<file path="src/rtl/alu_pkg.sv">
// Shared ALU definitions.
// Holds the ALU opcode constants and the state type of the multiply
// sequencer. Both the shared ALU and alu_mul_seq import this package.
package alu_pkg;

   localparam logic [2:0] ALU_PASS_B   = 3'b000;
   localparam logic [2:0] ALU_ADD      = 3'b010;
   localparam logic [2:0] ALU_SUBTRACT = 3'b011;
   localparam logic [2:0] ALU_AND      = 3'b100;
   localparam logic [2:0] ALU_OR       = 3'b101;
   localparam logic [2:0] ALU_XOR      = 3'b110;

   typedef enum logic [1:0] {
      IDLE = 2'b00,
      RUN  = 2'b01,
      DONE = 2'b10
   } mul_state_t;

endpackage

</file>
<file path="src/rtl/alu_mul_seq.sv">
// Multi-cycle shift-and-add multiplier that borrows the shared ALU.
// Each granted RUN cycle adds (Q[0] ? M : 0) to the partial product P via
// the ALU, then shifts M left and Q right. The low WIDTH bits of the
// product are returned (same for signed and unsigned operands).
// Ports:
//   clk, reset           clock, synchronous active-high reset
//   start, op_a, op_b    request and operands (sampled when accepted)
//   busy, done           RUN indicator, one-cycle completion pulse
//   product, product_zero  registered result and zero flag
//   alu_req/alu_gnt      ALU arbitration (grant is same-cycle)
//   alu_a/alu_b/alu_cntrl  ALU operand/opcode drive
//   alu_result/alu_carry_out  ALU response
// Optional build macro: MUL_EARLY_TERM_EN -- finish as soon as the
// remaining multiplier bits are all zero.
module alu_mul_seq
   import alu_pkg::*;
#(
   parameter int WIDTH = 64,
   parameter int CNT_W = 7
) (
   input  logic             clk,
   input  logic             reset,
   input  logic             start,
   input  logic [WIDTH-1:0] op_a,
   input  logic [WIDTH-1:0] op_b,
   output logic             busy,
   output logic             done,
   output logic [WIDTH-1:0] product,
   output logic             product_zero,
   output logic             alu_req,
   input  logic             alu_gnt,
   output logic [WIDTH-1:0] alu_a,
   output logic [WIDTH-1:0] alu_b,
   output logic [2:0]       alu_cntrl,
   input  logic [WIDTH-1:0] alu_result,
   input  logic             alu_carry_out
);

   mul_state_t       state_r;
   mul_state_t       state_next_s;
   logic [WIDTH-1:0] p_r;
   logic [WIDTH-1:0] m_r;
   logic [WIDTH-1:0] q_r;
   logic [CNT_W-1:0] count_r;
   logic [CNT_W-1:0] carry_cnt_r;
   logic [WIDTH-1:0] product_r;
   logic             product_zero_r;
   logic             step_s;
   logic             last_step_s;
   logic             accept_s;
   logic [WIDTH-1:0] q_shift_s;

   // Step qualification, accept decode and final-step detection.
   always_comb begin
      step_s    = (state_r == RUN) && alu_gnt;
      accept_s  = ((state_r == IDLE) || (state_r == DONE)) && start;
      q_shift_s = q_r >> 1;
`ifdef MUL_EARLY_TERM_EN
      // Once the unshifted multiplier bits are exhausted, further steps add 0.
      last_step_s = step_s && ((count_r == CNT_W'(WIDTH - 1)) ||
                               (q_shift_s == {WIDTH{1'b0}}));
`else
      last_step_s = step_s && (count_r == CNT_W'(WIDTH - 1));
`endif
   end

   // Next-state and output decode.
   always_comb begin
      state_next_s = state_r;
      busy         = 1'b0;
      done         = 1'b0;
      alu_req      = 1'b0;
      alu_a        = {WIDTH{1'b0}};
      alu_b        = {WIDTH{1'b0}};
      alu_cntrl    = ALU_PASS_B;
      case (state_r)
         IDLE: begin
            if (start) state_next_s = RUN;
            else       state_next_s = IDLE;
         end
         RUN: begin
            busy      = 1'b1;
            alu_req   = 1'b1;
            alu_cntrl = ALU_ADD;
            alu_a     = p_r;
            if (q_r[0]) alu_b = m_r;
            else        alu_b = {WIDTH{1'b0}};
            if (last_step_s) state_next_s = DONE;
            else             state_next_s = RUN;
         end
         DONE: begin
            done = 1'b1;
            if (start) state_next_s = RUN;
            else       state_next_s = IDLE;
         end
         default: begin
            state_next_s = IDLE;
         end
      endcase
   end

   // State register.
   always_ff @(posedge clk) begin
      if (reset) state_r <= IDLE;
      else       state_r <= state_next_s;
   end

   // Datapath registers: operand load on accept, shift-and-add on granted steps.
   always_ff @(posedge clk) begin
      if (reset) begin
         p_r         <= {WIDTH{1'b0}};
         m_r         <= {WIDTH{1'b0}};
         q_r         <= {WIDTH{1'b0}};
         count_r     <= {CNT_W{1'b0}};
         carry_cnt_r <= {CNT_W{1'b0}};
      end else if (accept_s) begin
         p_r         <= {WIDTH{1'b0}};
         m_r         <= op_a;
         q_r         <= op_b;
         count_r     <= {CNT_W{1'b0}};
         carry_cnt_r <= {CNT_W{1'b0}};
      end else if (step_s) begin
         p_r     <= alu_result;
         m_r     <= m_r << 1;
         q_r     <= q_shift_s;
         count_r <= count_r + {{(CNT_W-1){1'b0}}, 1'b1};
         // Debug only: number of steps whose add carried out of WIDTH bits.
         if (alu_carry_out) carry_cnt_r <= carry_cnt_r + {{(CNT_W-1){1'b0}}, 1'b1};
         else               carry_cnt_r <= carry_cnt_r;
      end else begin
         p_r         <= p_r;
         m_r         <= m_r;
         q_r         <= q_r;
         count_r     <= count_r;
         carry_cnt_r <= carry_cnt_r;
      end
   end

   // Result register: captured on the final step, held otherwise.
   always_ff @(posedge clk) begin
      if (reset) begin
         product_r      <= {WIDTH{1'b0}};
         product_zero_r <= 1'b1;
      end else if (last_step_s) begin
         product_r      <= alu_result;
         product_zero_r <= (alu_result == {WIDTH{1'b0}});
      end else begin
         product_r      <= product_r;
         product_zero_r <= product_zero_r;
      end
   end

   assign product      = product_r;
   assign product_zero = product_zero_r;

endmodule

</file>
<file path="config.mk">
export PLATFORM = sky130hd
export DESIGN_NAME = alu_mul_seq
export DESIGN_NICKNAME = d
export VERILOG_FILES = /design/src/rtl/alu_pkg.sv /design/src/rtl/alu_mul_seq.sv
export SDC_FILE = /design/constraint.sdc
export NUM_CORES = 1
export LEC_CHECK = 0
export CORE_MARGIN = 5
export CORE_UTILIZATION = 40
export DETAILED_ROUTE_END_ITERATION = 8
export PLACE_DENSITY = 0.72
export SYNTH_ARGS = -nofsm -noshare
export SYNTH_HDL_FRONTEND = slang
export SYNTH_SLANG_ARGS = --single-unit
export TNS_END_PERCENT = 1
</file>
<file path="constraint.sdc">
create_clock -name clk -period 3.6 [get_ports clk]
set_input_delay 1.08 -clock clk [delete_from_list [all_inputs] [get_ports clk]]
set_output_delay 1.08 -clock clk [all_outputs]
set_load 0.02 [all_outputs]
</file>
; After elaboration in Yosys (flattened, before gate mapping)
; Cells that the tools add are included.
[totals]
input_bits = 197
register_bits = 266
word_cells = 33
output_inout_bits = 199
[op_classes]
eq_ne = 3
muxes = 13
n_addsub = 1
n_reduce_logical = 9
[ops]
columns = operator, n
row1 = 64-bit two-way mux, 7
row2 = 64-bit zero test, 1
row3 = "7-bit by 1-bit adder with 7-bit output, second input constant", 1
row4 = "7-bit by 6-bit equality test with 1-bit output, second input constant", 1
row5 = 2-bit two-way mux, 2
row6 = 2-bit case mux with 2 select lines, 1
row7 = 2-bit OR reduction, 2
row8 = 1-bit logical AND, 3
row9 = 1-bit two-way mux, 3
row10 = "2-bit by 1-bit equality test with 1-bit output, second input constant", 1
row11 = "2-bit equality test, second input constant", 1
row12 = 2-bit zero test, 1
row13 = 2-bit nonzero test, 1
row14 = 1-bit logical OR, 1

; Longest topological paths before layout
[logic_depth]
depth_word = 5
depth_mapped = 8
mapped_depth_nobuf = 5

; Worst setup path before layout
; Ideal clock, no wire load.
[synth_timing]
path_kind = register to output
from = reg state_r[0]
to = out alu_b[19]
required_time_ns = 2.520
path_stages_with_launch = 5
slack_ns = 1.083
t_arrival_ns = 1.437
path_buffers = 2
path_cell_list = dfxtp_1 nor2b_1 clkbuf_1 clkbuf_1 and3_1
[synth_via]
elab_chain_cells = 2
[synth_lines]
columns = item, line_no
row1 = "start, declared", alu_mul_seq.sv:39  ; mul_state_t state_r;
row2 = "start signal, assigned", alu_mul_seq.sv:105  ; else state_r <= state_next_s;
row3 = 2-bit by 1-bit equality test with 1-bit output, alu_mul_seq.sv:76  ; case (state_r)
row4 = 64-bit two-way mux, alu_mul_seq.sv:76
row5 = "end, declared", alu_mul_seq.sv:33  ; output logic [WIDTH-1:0] alu_b,
; No other way between the ends.

; Final worst setup path
[layout_timing]
from = reg state_r[0]
to = out alu_a[42]
[layout_via]
elab_chain_cells = 2
[layout_lines]
columns = item, line_no
row1 = 2-bit by 1-bit equality test with 1-bit output, alu_mul_seq.sv:76
row2 = 64-bit two-way mux, alu_mul_seq.sv:76
row3 = "end, declared", alu_mul_seq.sv:32  ; output logic [WIDTH-1:0] alu_a,
; No other way between the ends.

==> flow_summary.toml <==
[critical_path]
worstReg2RegEnd = "q_r[61]"
worstSetupEndpointType = "output port"
rrSetupSlack_ns = 1.44
startpoint_type = "flip-flop"
reg2reg_depth = 7
slowest_stage = "clkdlybuf4s50_1"
worstPathMaxFanout = 44
r2r_start = "state_r[0]"
worst-setup-path-type = "reg2out"
crit_chain = "nor2b_4, buf_4, clkbuf_16, and2_1, clkdlybuf4s50_1"
crit_path_max_incr_delay_ns = 0.66
cp.required_ns = 2.52
critPathArrivalTime_ns = 2.41

[grt]
grt_pass1_wl_mm = 59.5
grt_max_degree = 90
track_usage_pct = 23.0
antenna_found_initial = 1
grt_pass1_vias = 11000
grt_overflow = 0

[hold_path]
whs_path_depth = 2
hold_class = "reg2reg"
min-delay-start = "product[4]"
hold_path_end = "product[4]"

[floorplan]
die_area_sq_um = 31700
rows = 61
die_w_um = 178
pin_count = 396
coreArea_sq_um = 27800
start_util_pct = 40.6
die_h_um = 178

[drt]
drt-total-wl_mm = 39.1
drt_pre_antenna_iters = 5
wl_per_cell_um = 17.8
vias = 11500
vias_per_cell = 5.22
drtIter0Drc = 790
drcViolationCount = 0
drtAntennaViolNets = 0

[finish]
drive_gt1_share_pct = 4.56
layout_common_cells = "511 x nand2_1, 391 x clkdlybuf4s50_1, 266 x dfxtp_1, 134 x nor2_1, 132 x a21oi_1"
layout_commonest_cell = "nand2_1"
nets = 1995
utilization_pct = 59.4
syn_to_final_growth_pct = 46.2
fill_cells = 2503
final_cells = 2199

[cts]
ctsHoldBuffers = 0
clkSinkCount = 266
insertion_delay_ns = 0.54
cts_buffer_depth = 3
cts_root_buf = "clkbuf_16"
cts_tree = "done"
htree_levels = 1
path_clk_slew_ns = 0.06
cts_made_buffers = 29

[timing]
fmax_mhz = 287
skew_ns = 0.00680
slew_violations = 0
worst_pin_slew_ns = 0.626
rsz0062_at_grt = "no"
layout_worst_path_cycle_share_pct = 96.9
fin_crit_ns = 3.49
hold_violations = 0
finalSetupViolCount = 0
slew_headroom_pct = 58.3
setup_tns_ns = 0
timing.hold.ws_ns = 0.448

[synthesis]
yosysSeqAreaShare_pct = 47.2
synth_seq_cells = 266
netlist_instances = 1488
synth_enable_flop_cells = 0
async_reset_ff_share_pct = 0
ys_types = 31
yosysWarnings = 0
syn-cell-area_sq_um = 11300
avgSynthCellArea_sq_um = 7.58
synthFlopType = "dfxtp_1"

[power]
combPwrFrac_pct = 12.0
switchingPower_mw = 1.74
pwr-share-clk_pct = 43.2
internal_power_mw = 5.37
power.share.switching_pct = 24.4
p_per_area_nw_per_um2 = 431
p_seq_share_pct = 44.7
power.total_mw = 7.11
irDropWorstVdd_v = 0.000357
leakage_nw = 5.92

[run]
drv_cap = 0

[run_status]
status = "completed"

[placed_design]
port_buffers = 392
globalplace.congestion = 0.826
placedCellCount = 2141
hpwl_mm = 26.1
[synthesized netlist by cell type (3+ instances only)]
master,number,area [sq um]
nand2_1,512,1920
dfxtp_1,266,5330
nand3_1,3,15.0
a21oi_1,132,661
buf_1,4,15.0
clkbuf_1,101,379
nor2_1,134,503
and2_1,64,400
nand4_1,7,43.8
and3_1,65,407
buf_4,4,30.0
a311oi_1,126,1100
xor2_1,3,26.3
nor4_1,16,100
buf_6,3,33.8
buf_2,28,140
[final cells by class]
cell class	count	area [sq um]	share of cell area, %
inverters	1	3.75	0.0228
repair buffers	417	4290	26.0
clock inverters	5	78.8	0.478
well taps	378	473	2.87
multi-input cells	1082	5390	32.7
clock buffers	48	927	5.62
diodes	2	5.00	0.0303
flip-flops and latches	266	5330	32.3
[per-stage QoR]
stage / instance area [sq um] / setup slack [ns]
floorplan: 11300 / 1.08
global placement: 15400 / 0.416
detailed placement: 15400 / 0.365
CTS: 16400 / 0.0198
global route: 16500 / 0.00280
finish: 16500 / 0.112
[cell families after synthesis]
kind of cell / synth area share, %
and+or+nand+nor: 31.0
xor gates and xnor gates: 0.388
buffers and inverters: 5.34
other: 0.0332
AOI/OAI and AO/OA: 15.9
adders and majority gates: 0.111
DFF: 47.2
[timing repair]
item | 4_1_cts | 5_1_grt
buffers inserted | 0 | 2
pin swaps | 0 | 0
endpoints found under the hold margin | 0 | 0
endpoints found under the setup margin | 8 | 9
resized for setup | 1 | 3
gates cloned | 0 | 1
[worst max path at each step]
stage | startpoint | endpoint | slack, ns | depth (start not counted)
detailed placement | alu_gnt | product_zero | 0.36 | 6
CTS | state_r[0] | alu_b[37] | 0.02 | 4
finish | state_r[0] | alu_a[42] | 0.11 | 5
global placement | alu_gnt | product_zero | 0.42 | 6
global route | state_r[0] | alu_a[52] | 0.003 | 5
floorplan | state_r[0] | alu_b[19] | 1.08 | 4
[state kept, by name, summed over array words and instances, names as in the netlist]
| signal | flops |
|---|---|
| m_r | 64 |
| product | 64 |
| q_r | 64 |
| product_zero | 1 |
| count_r | 7 |
| state_r | 2 |
| p_r | 64 |
[power groups by stage]
stage	Sequential, mW	Clock [mW]	Combinational, mW
after floorplan	3.22	0	0.435
after global placement	3.24	0	0.832
after detailed placement	3.24	0	0.844
after CTS	3.18	3.15	0.851
after global routing	3.20	3.27	0.935
final	3.18	3.07	0.857
[routing by layer]
layer  wire [um]  vias up  global-route usage, %
met3        3360       71                   5.86
met4        1270        0                   7.15
li1            -     5625                      -
met2       18900      403                   39.8
met1       15600     5380                   27.9
met5           0        -                      0
[critical path, delay by kind of cell, from the launching register on]
family | cells | cell delay [ns]
simple gates | 2 | 0.35
flops | 1 | 0.44
buf+inv | 3 | 1.06
Note: power is estimated with default switching activity, not from simulation.
